$ cat src/rtl/odd_even_sort_pkg.sv
`default_nettype none
// ============================================================================
// Module      : odd_even_sort_pkg
// Description : Shared state encoding, default slot layout and parameter
//               helpers for the odd-even transposition sorter.
// Revision    : 1.0 - initial release
// ============================================================================
package odd_even_sort_pkg;

    typedef enum logic [1:0] {
        LOAD  = 2'd0,
        SORT  = 2'd1,
        DRAIN = 2'd2
    } state_t;

    localparam int DEF_DATA_W = 32;
    localparam int DEF_IDX_W  = 8;

    // Default slot layout; the top re-declares it at its own widths.
    typedef struct packed {
        logic [DEF_DATA_W-1:0] data;
        logic [DEF_IDX_W-1:0]  tag;
    } slot_t;

    // Smallest width w with 2**w >= depth.
    function automatic int min_idx_w(input int depth);
        int w;
        w = 1;
        while ((1 << w) < depth) begin
            w++;
        end
        return w;
    endfunction

endpackage
`default_nettype wire

$ cat src/rtl/odd_even_sort_cmp_swap_cell.sv
`default_nettype none
// ============================================================================
// Module      : cmp_swap_cell
// Description : Combinational compare-exchange of one adjacent slot pair.
// Revision    : 1.0 - initial release
// ============================================================================
module cmp_swap_cell
    import odd_even_sort_pkg::*;
#(
    parameter type SLOT_T = slot_t
) (
    input  SLOT_T i_lo,
    input  SLOT_T i_hi,
    input  logic  i_descend,
    input  logic  i_signed,
    output SLOT_T o_lo,
    output SLOT_T o_hi,
    output logic  o_swapped
);

    logic w_lo_gt;
    logic w_lo_lt;

    // Strict comparisons only, so equal keys keep their input order.
    always_comb begin
        if (i_signed) begin
            w_lo_gt = $signed(i_lo.data) > $signed(i_hi.data);
            w_lo_lt = $signed(i_lo.data) < $signed(i_hi.data);
        end else begin
            w_lo_gt = i_lo.data > i_hi.data;
            w_lo_lt = i_lo.data < i_hi.data;
        end
        o_swapped = i_descend ? w_lo_lt : w_lo_gt;
        o_lo      = o_swapped ? i_hi : i_lo;
        o_hi      = o_swapped ? i_lo : i_hi;
    end

endmodule
`default_nettype wire

$ cat src/rtl/odd_even_sort.sv
`default_nettype none
// ============================================================================
// Module      : odd_even_sort
// Description : Frame sorter: load DEPTH words, odd-even transposition sort
//               with early exit, stream out words with original positions.
// Revision    : 1.0 - initial release
// ============================================================================
module odd_even_sort
    import odd_even_sort_pkg::*;
#(
    parameter int DATA_W = 32,
    parameter int DEPTH  = 16,
    parameter int IDX_W  = 8,
    parameter int CNT_W  = 8
) (
    input  logic              clk,
    input  logic              rst,
    input  logic              cfg_descend,
    input  logic              cfg_signed,
    input  logic              in_valid,
    output logic              in_ready,
    input  logic [DATA_W-1:0] in_data,
    output logic              out_valid,
    input  logic              out_ready,
    output logic [DATA_W-1:0] out_data,
    output logic [IDX_W-1:0]  out_index,
    output logic              out_last,
    output logic              busy,
    output logic              sort_done,
    output logic [CNT_W-1:0]  phases
);

    localparam int               c_pairs      = DEPTH / 2;
    localparam int               c_aw         = $clog2(DEPTH);
    localparam logic [IDX_W-1:0] c_last_idx   = IDX_W'(DEPTH - 1);
    localparam logic [CNT_W-1:0] c_last_phase = CNT_W'(DEPTH - 1);

    if (DEPTH < 4 || (DEPTH % 2) != 0) begin : g_chk_depth
        $error("odd_even_sort: DEPTH must be even and at least 4");
    end
    if (IDX_W < min_idx_w(DEPTH)) begin : g_chk_idx_w
        $error("odd_even_sort: IDX_W too narrow for DEPTH");
    end
    if (CNT_W < min_idx_w(DEPTH + 1)) begin : g_chk_cnt_w
        $error("odd_even_sort: CNT_W too narrow for DEPTH");
    end

    typedef struct packed {
        logic [DATA_W-1:0] data;
        logic [IDX_W-1:0]  tag;
    } frame_slot_t;

    state_t            r_state;
    logic [IDX_W-1:0]  r_wr_ptr;
    logic [IDX_W-1:0]  r_rd_ptr;
    logic [CNT_W-1:0]  r_phase;
    logic [1:0]        r_clean_run;
    logic              r_descend;
    logic              r_signed;
    logic              r_in_ready;
    logic              r_busy;
    logic              r_sort_done;
    logic [CNT_W-1:0]  r_phases;
    logic              r_out_valid;
    logic [DATA_W-1:0] r_out_data;
    logic [IDX_W-1:0]  r_out_index;
    logic              r_out_last;

    frame_slot_t       w_mem   [DEPTH];
    frame_slot_t       w_even  [DEPTH];
    frame_slot_t       w_odd   [DEPTH];
    frame_slot_t       w_next  [DEPTH];
    logic [c_pairs-1:0] w_even_sw;
    logic [c_pairs-2:0] w_odd_sw;
    logic              w_swapped;
    logic              w_exit;
    logic              w_accept;
    logic [IDX_W-1:0]  w_rd_next;
    frame_slot_t       w_rd_slot;
    frame_slot_t       w_nx_slot;

    assign w_accept  = in_valid && r_in_ready;
    assign w_rd_next = r_rd_ptr + 1'b1;
    assign w_rd_slot = w_mem[r_rd_ptr[c_aw-1:0]];
    assign w_nx_slot = w_mem[w_rd_next[c_aw-1:0]];

    // Slot storage carries no reset; its contents are meaningless outside a frame.
    for (genvar i = 0; i < DEPTH; i++) begin : g_slot
        frame_slot_t r_slot;
        always_ff @(posedge clk) begin
            if (r_state == SORT) begin
                r_slot <= w_next[i];
            end else if (w_accept && r_wr_ptr == IDX_W'(i)) begin
                r_slot <= {in_data, r_wr_ptr};
            end
        end
        assign w_mem[i] = r_slot;
    end

    for (genvar k = 0; k < c_pairs; k++) begin : g_even
        cmp_swap_cell #(.SLOT_T(frame_slot_t)) u_cell (
            .i_lo      (w_mem[2*k]),
            .i_hi      (w_mem[2*k+1]),
            .i_descend (r_descend),
            .i_signed  (r_signed),
            .o_lo      (w_even[2*k]),
            .o_hi      (w_even[2*k+1]),
            .o_swapped (w_even_sw[k])
        );
    end

    for (genvar k = 0; k < c_pairs - 1; k++) begin : g_odd
        cmp_swap_cell #(.SLOT_T(frame_slot_t)) u_cell (
            .i_lo      (w_mem[2*k+1]),
            .i_hi      (w_mem[2*k+2]),
            .i_descend (r_descend),
            .i_signed  (r_signed),
            .o_lo      (w_odd[2*k+1]),
            .o_hi      (w_odd[2*k+2]),
            .o_swapped (w_odd_sw[k])
        );
    end

    assign w_odd[0]       = w_mem[0];
    assign w_odd[DEPTH-1] = w_mem[DEPTH-1];

    always_comb begin
        if (r_phase[0]) begin
            w_next    = w_odd;
            w_swapped = |w_odd_sw;
        end else begin
            w_next    = w_even;
            w_swapped = |w_even_sw;
        end
    end

    // A clean phase that follows a clean phase of the other parity proves order.
    assign w_exit = (!w_swapped && r_clean_run == 2'd1) || (r_phase == c_last_phase);

    always_ff @(posedge clk or posedge rst) begin
        if (rst) begin
            r_state     <= LOAD;
            r_wr_ptr    <= '0;
            r_rd_ptr    <= '0;
            r_phase     <= '0;
            r_clean_run <= '0;
            r_descend   <= 1'b0;
            r_signed    <= 1'b0;
            r_in_ready  <= 1'b1;
            r_busy      <= 1'b0;
            r_sort_done <= 1'b0;
            r_phases    <= '0;
            r_out_valid <= 1'b0;
            r_out_data  <= '0;
            r_out_index <= '0;
            r_out_last  <= 1'b0;
        end else begin
            r_sort_done <= 1'b0;
            case (r_state)
                LOAD: begin
                    if (w_accept) begin
                        if (r_wr_ptr == '0) begin
                            r_descend <= cfg_descend;
                            r_signed  <= cfg_signed;
                        end
                        if (r_wr_ptr == c_last_idx) begin
                            r_wr_ptr    <= '0;
                            r_phase     <= '0;
                            r_clean_run <= '0;
                            r_in_ready  <= 1'b0;
                            r_busy      <= 1'b1;
                            r_state     <= SORT;
                        end else begin
                            r_wr_ptr <= r_wr_ptr + 1'b1;
                        end
                    end
                end
                SORT: begin
                    r_phase     <= r_phase + 1'b1;
                    r_clean_run <= w_swapped ? 2'd0 : r_clean_run + 1'b1;
                    if (w_exit) begin
                        r_phases    <= r_phase + 1'b1;
                        r_sort_done <= 1'b1;
                        r_rd_ptr    <= '0;
                        r_state     <= DRAIN;
                    end
                end
                DRAIN: begin
                    if (!r_out_valid) begin
                        r_out_valid <= 1'b1;
                        r_out_data  <= w_rd_slot.data;
                        r_out_index <= w_rd_slot.tag;
                        r_out_last  <= (r_rd_ptr == c_last_idx);
                    end else if (out_ready) begin
                        if (r_out_last) begin
                            r_out_valid <= 1'b0;
                            r_out_last  <= 1'b0;
                            r_rd_ptr    <= '0;
                            r_in_ready  <= 1'b1;
                            r_busy      <= 1'b0;
                            r_state     <= LOAD;
                        end else begin
                            r_rd_ptr    <= w_rd_next;
                            r_out_data  <= w_nx_slot.data;
                            r_out_index <= w_nx_slot.tag;
                            r_out_last  <= (w_rd_next == c_last_idx);
                        end
                    end
                end
                default: r_state <= LOAD;
            endcase
        end
    end

    assign in_ready  = r_in_ready;
    assign busy      = r_busy;
    assign sort_done = r_sort_done;
    assign phases    = r_phases;
    assign out_valid = r_out_valid;
    assign out_data  = r_out_data;
    assign out_index = r_out_index;
    assign out_last  = r_out_last;

endmodule
`default_nettype wire

$ cat config.mk
export PLATFORM = sky130hd
export DESIGN_NAME = odd_even_sort
export DESIGN_NICKNAME = d
export VERILOG_FILES = /design/src/rtl/odd_even_sort_pkg.sv /design/src/rtl/odd_even_sort_cmp_swap_cell.sv /design/src/rtl/odd_even_sort.sv
export SDC_FILE = /design/constraint.sdc
export NUM_CORES = 2
export LEC_CHECK = 0
export CAP_MARGIN = 20
export CORE_ASPECT_RATIO = 2
export CORE_MARGIN = 5
export CORE_UTILIZATION = 44
export CTS_BUF_LIST = sky130_fd_sc_hd__clkbuf_16
export DETAILED_ROUTE_END_ITERATION = 16
export SLEW_MARGIN = 20
export SYNTH_ARGS = -nofsm -noshare
export SYNTH_HDL_FRONTEND = slang
export SYNTH_SLANG_ARGS = --single-unit
$ cat constraint.sdc
create_clock -name clk -period 17.07 [get_ports clk]
set_input_delay 5.121 -clock clk [delete_from_list [all_inputs] [get_ports clk]]
set_output_delay 5.121 -clock clk [all_outputs]
set_load 0.01 [all_outputs]
==> impl_metrics.yaml <==
status:
  status: "finished, final reports clean"
detailed_routing:
  post-route-drc-count: 0
  wl_mm: 210
  routed_via_density: 6.60
  route.vias.total: 42900
  wl_per_cell_um: 32.2
  dr.pass1.iters: 6
  first_iter_violations: 4377
  ant_nets: 0
sta:
  rsz0062_at_grt: "false"
  worst_pin_slew_ns: 1.26
  timing.slew.headroom_pct: 15.4
  skew_ns: 0.0331
  fin_crit_sh_pct: 45.1
  fin_ws_ns: 9.37
  hold_viol_final: 0
  tns_ns: 0
  hold_ws_ns: 0.485
  slew_violations: 0
  fmax_ghz: 0.130
  setup_violations: 0
  min_period_ns: 7.70
place:
  placed_cell_area_um2: 58300
  post-place-ws_ns: 8.74
  dp_hpwl_mm: 150
  place_congestion: 0.976
  portBuffers: 90
grt:
  antenna_found_initial: 4
  grt_pass1_wl_mm: 302
  grt_pass1_vias: 43300
  grt-busiest-layer: "met2"
  use_met1_pct: 32.6
  grt_usage_pct: 30.7
  grt_start_max_net_pins: 147
  overflow: 0
  grt_use_met2_pct: 52.6
  met3_usage_pct: 3.87
cts:
  ctsHoldBuffers: 0
  clock-sinks: 723
  clock_path_buffers: 3
  cts_buffers: 74
  cts_resized: 0
  tritoncts: "built"
  cts_setup_buffers: 0
  cts_max_level: 3
  root_buffer: "clkbuf_16"
  worstSkewPairLatency_ns: 0.70
  path_clk_slew_ns: 0.06
logic_synthesis:
  avgSynthCellArea_um2: 11.5
  seq_area_frac_synth_pct: 38.3
  ys_ff_latch: 723
  synth.distinct_cells: 72
  ys.flop_type: "edfxtp_1"
  synth_top_area_share_pct: 34.6
  syn_inst: 4831
  synth-edff-count: 640
  synth_area_leaders: "edfxtp_1 (35%), mux4_2 (16%), ha_1 (11%), mux2i_1 (11%), a21oi_1 (7.1%)"
  ys_warn_count: 0
  synth_area_um2: 55500
  synth_top_cell_by_area: "edfxtp_1"
  synthArstFlopShare_pct: 11.5
  synth_nets: 5357
worst_setup_path:
  end_kind: "flop"
  required_ns: 17.37
  startpoint_type: "input port"
  crit_arrival_ns: 8.00
  worst-setup-path-type: "input port to flop"
  path_max_fanout: 32
floorplan:
  fp.dieW_um: 261
  io_pins: 91
  rows: 184
  dieArea_um2: 134000
  start_util_pct: 44.3
  core_area_um2: 125000
  die-height_um: 512
flow_run:
  cap_violations: 0
worst_hold_path:
  holdCritPathClass: "flop to flop"
power:
  leakage_nw: 26.7
  ir_drop_mv: 0.287
  powerDensity_nw_per_um2: 237
final_layout:
  nNetsFinal: 5299
  fin_area_um2: 60800
  syn_to_final_growth_pct: 9.49
  final_util_pct: 48.5
  drive_gt1_share_pct: 13.6
[Yosys cell counts (8+ instances only)]
library cell  number
nand2b_1          14
nand4_1           84
o22ai_1           11
a31oi_1            8
nand3_1           75
a21boi_0           8
o31ai_1            9
buf_1             86
a21oi_1          788
and3_1            10
o211ai_1          28
a21o_1            40
nor2b_1           22
and4_1            13
clkbuf_1         220
nor2_1           154
a221o_1           10
nor3_1            33
mux4_2           400
nand2_1          152
mux2_2            12
or3_1              9
xnor2_1           21
dfrtp_1           82
inv_1            509
a22o_1            79
ha_1             488
a211oi_1          19
o21ai_0           80
mux2i_1          605
nor4_1            28
edfxtp_1         640
[critical path, cell delays in order]
cell,delay (ns)
clkdlybuf4s50_1,0.60
and2_1,0.36
nand3_1,0.32
o31ai_4,0.81
buf_4,0.72
[per-stage QoR]
step	std cells	power, W
6_report	6510	0.0144
5_1_grt	6510	0.0151
4_1_cts	6507	0.0143
3_5_place_dp	6369	0.0126
3_3_place_gp	6368	0.0123
2_1_floorplan	4831	0.00924
[kinds of logic (layout without fill, tap and decap cells)]
| logic type | count (synthesis) | in the layout | synth area share (%) |
|---|---|---|---|
| AND/OR/NAND/NOR | 614 | 614 | 5.41 |
| other | 0 | 1 | 0 |
| XOR/XNOR | 25 | 25 | 0.394 |
| AO/OA/AOI/OAI | 1146 | 1146 | 11.9 |
| flip-flops | 723 | 723 | 38.3 |
| buffers and inverters | 818 | 822 | 5.54 |
| adder cells (fa/ha/maj) | 488 | 488 | 11.0 |
| multiplexers | 1017 | 1017 | 27.4 |
[where the power goes]
group / switching (W) / leakage (nW) / internal [W] / total (W)
clock network: 0.000777 / 1.25 / 0.000926 / 0.00170
logic: 0.00454 / 18.4 / 0.00294 / 0.00747
registers: 0.00159 / 7.06 / 0.00362 / 0.00521
[flip-flops by register name (all words and copies together), names as in the netlist, 2 cells and up]
| register | count |
|---|---|
| g_slot.r_slot | 640 |
| out_data | 32 |
| out_index | 8 |
| phases | 8 |
| r_phase | 8 |
| r_rd_ptr | 8 |
| r_wr_ptr | 8 |
| r_clean_run | 2 |
| r_state | 2 |
[layout make-up]
cell class,count,area (µm²)
flip-flops and latches,723,21300
repair buffers,174,1590
multi-input cells,3290,31500
diodes,1,2.50
clock buffers,75,1880
clock inverters,63,533
inverters,510,1920
fillers,11300,64700
well taps,1674,2090
[layer usage]
metal | routed length [µm] | part of all wire [%] | vias up
met2 | 105000 | 50 | 1995
met4 | 24200 | 12 | 2
met1 | 68400 | 33 | 21700
met3 | 12100 | 5.8 | 687
met5 | 14 | 0.0067 | -
li1 | - | - | 18500
[path summary, 6_finish.rpt]
kind                                                  from                              end  slack (ns)  cells past startpoint
setup / recovery                                  in_valid  g_slot[13].r_slot[39]$_DFFE_PP_        9.37                      5
hold / removal                  r_clean_run[1]$_DFFE_PP0P_       r_clean_run[1]$_DFFE_PP0P_        0.49                      2
setup reg to reg           g_slot[14].r_slot[39]$_DFFE_PP_            phases[5]$_DFFE_PP0P_       10.62                     11
hold reg to reg                 r_clean_run[1]$_DFFE_PP0P_       r_clean_run[1]$_DFFE_PP0P_        0.49                      2
max in group asynchronous                              rst           r_phase[0]$_DFFE_PP0P_       10.82                      3
min in group asynchronous                              rst         out_data[29]$_DFFE_PP0P_        4.85                      2
[layout by cell type (no fill, tap or decap), drive strengths merged, types with 75 or more instances in the layout]
| master | Yosys | routed |
|---|---|---|
| a21oi | 788 | 788 |
| edfxtp | 640 | 640 |
| mux2i | 605 | 605 |
| inv | 509 | 534 |
| ha | 488 | 488 |
| mux4 | 400 | 400 |
| nor2 | 154 | 154 |
| nand2 | 152 | 152 |
| clkdlybuf4s50 | 0 | 90 |
| nand4 | 84 | 84 |
| buf | 88 | 84 |
| dfrtp | 82 | 82 |
| o21ai | 82 | 82 |
| a22o | 79 | 79 |
| nand3 | 75 | 75 |
| clkbuf | 220 | 75 |
Power figures use the tool's default switching activity.
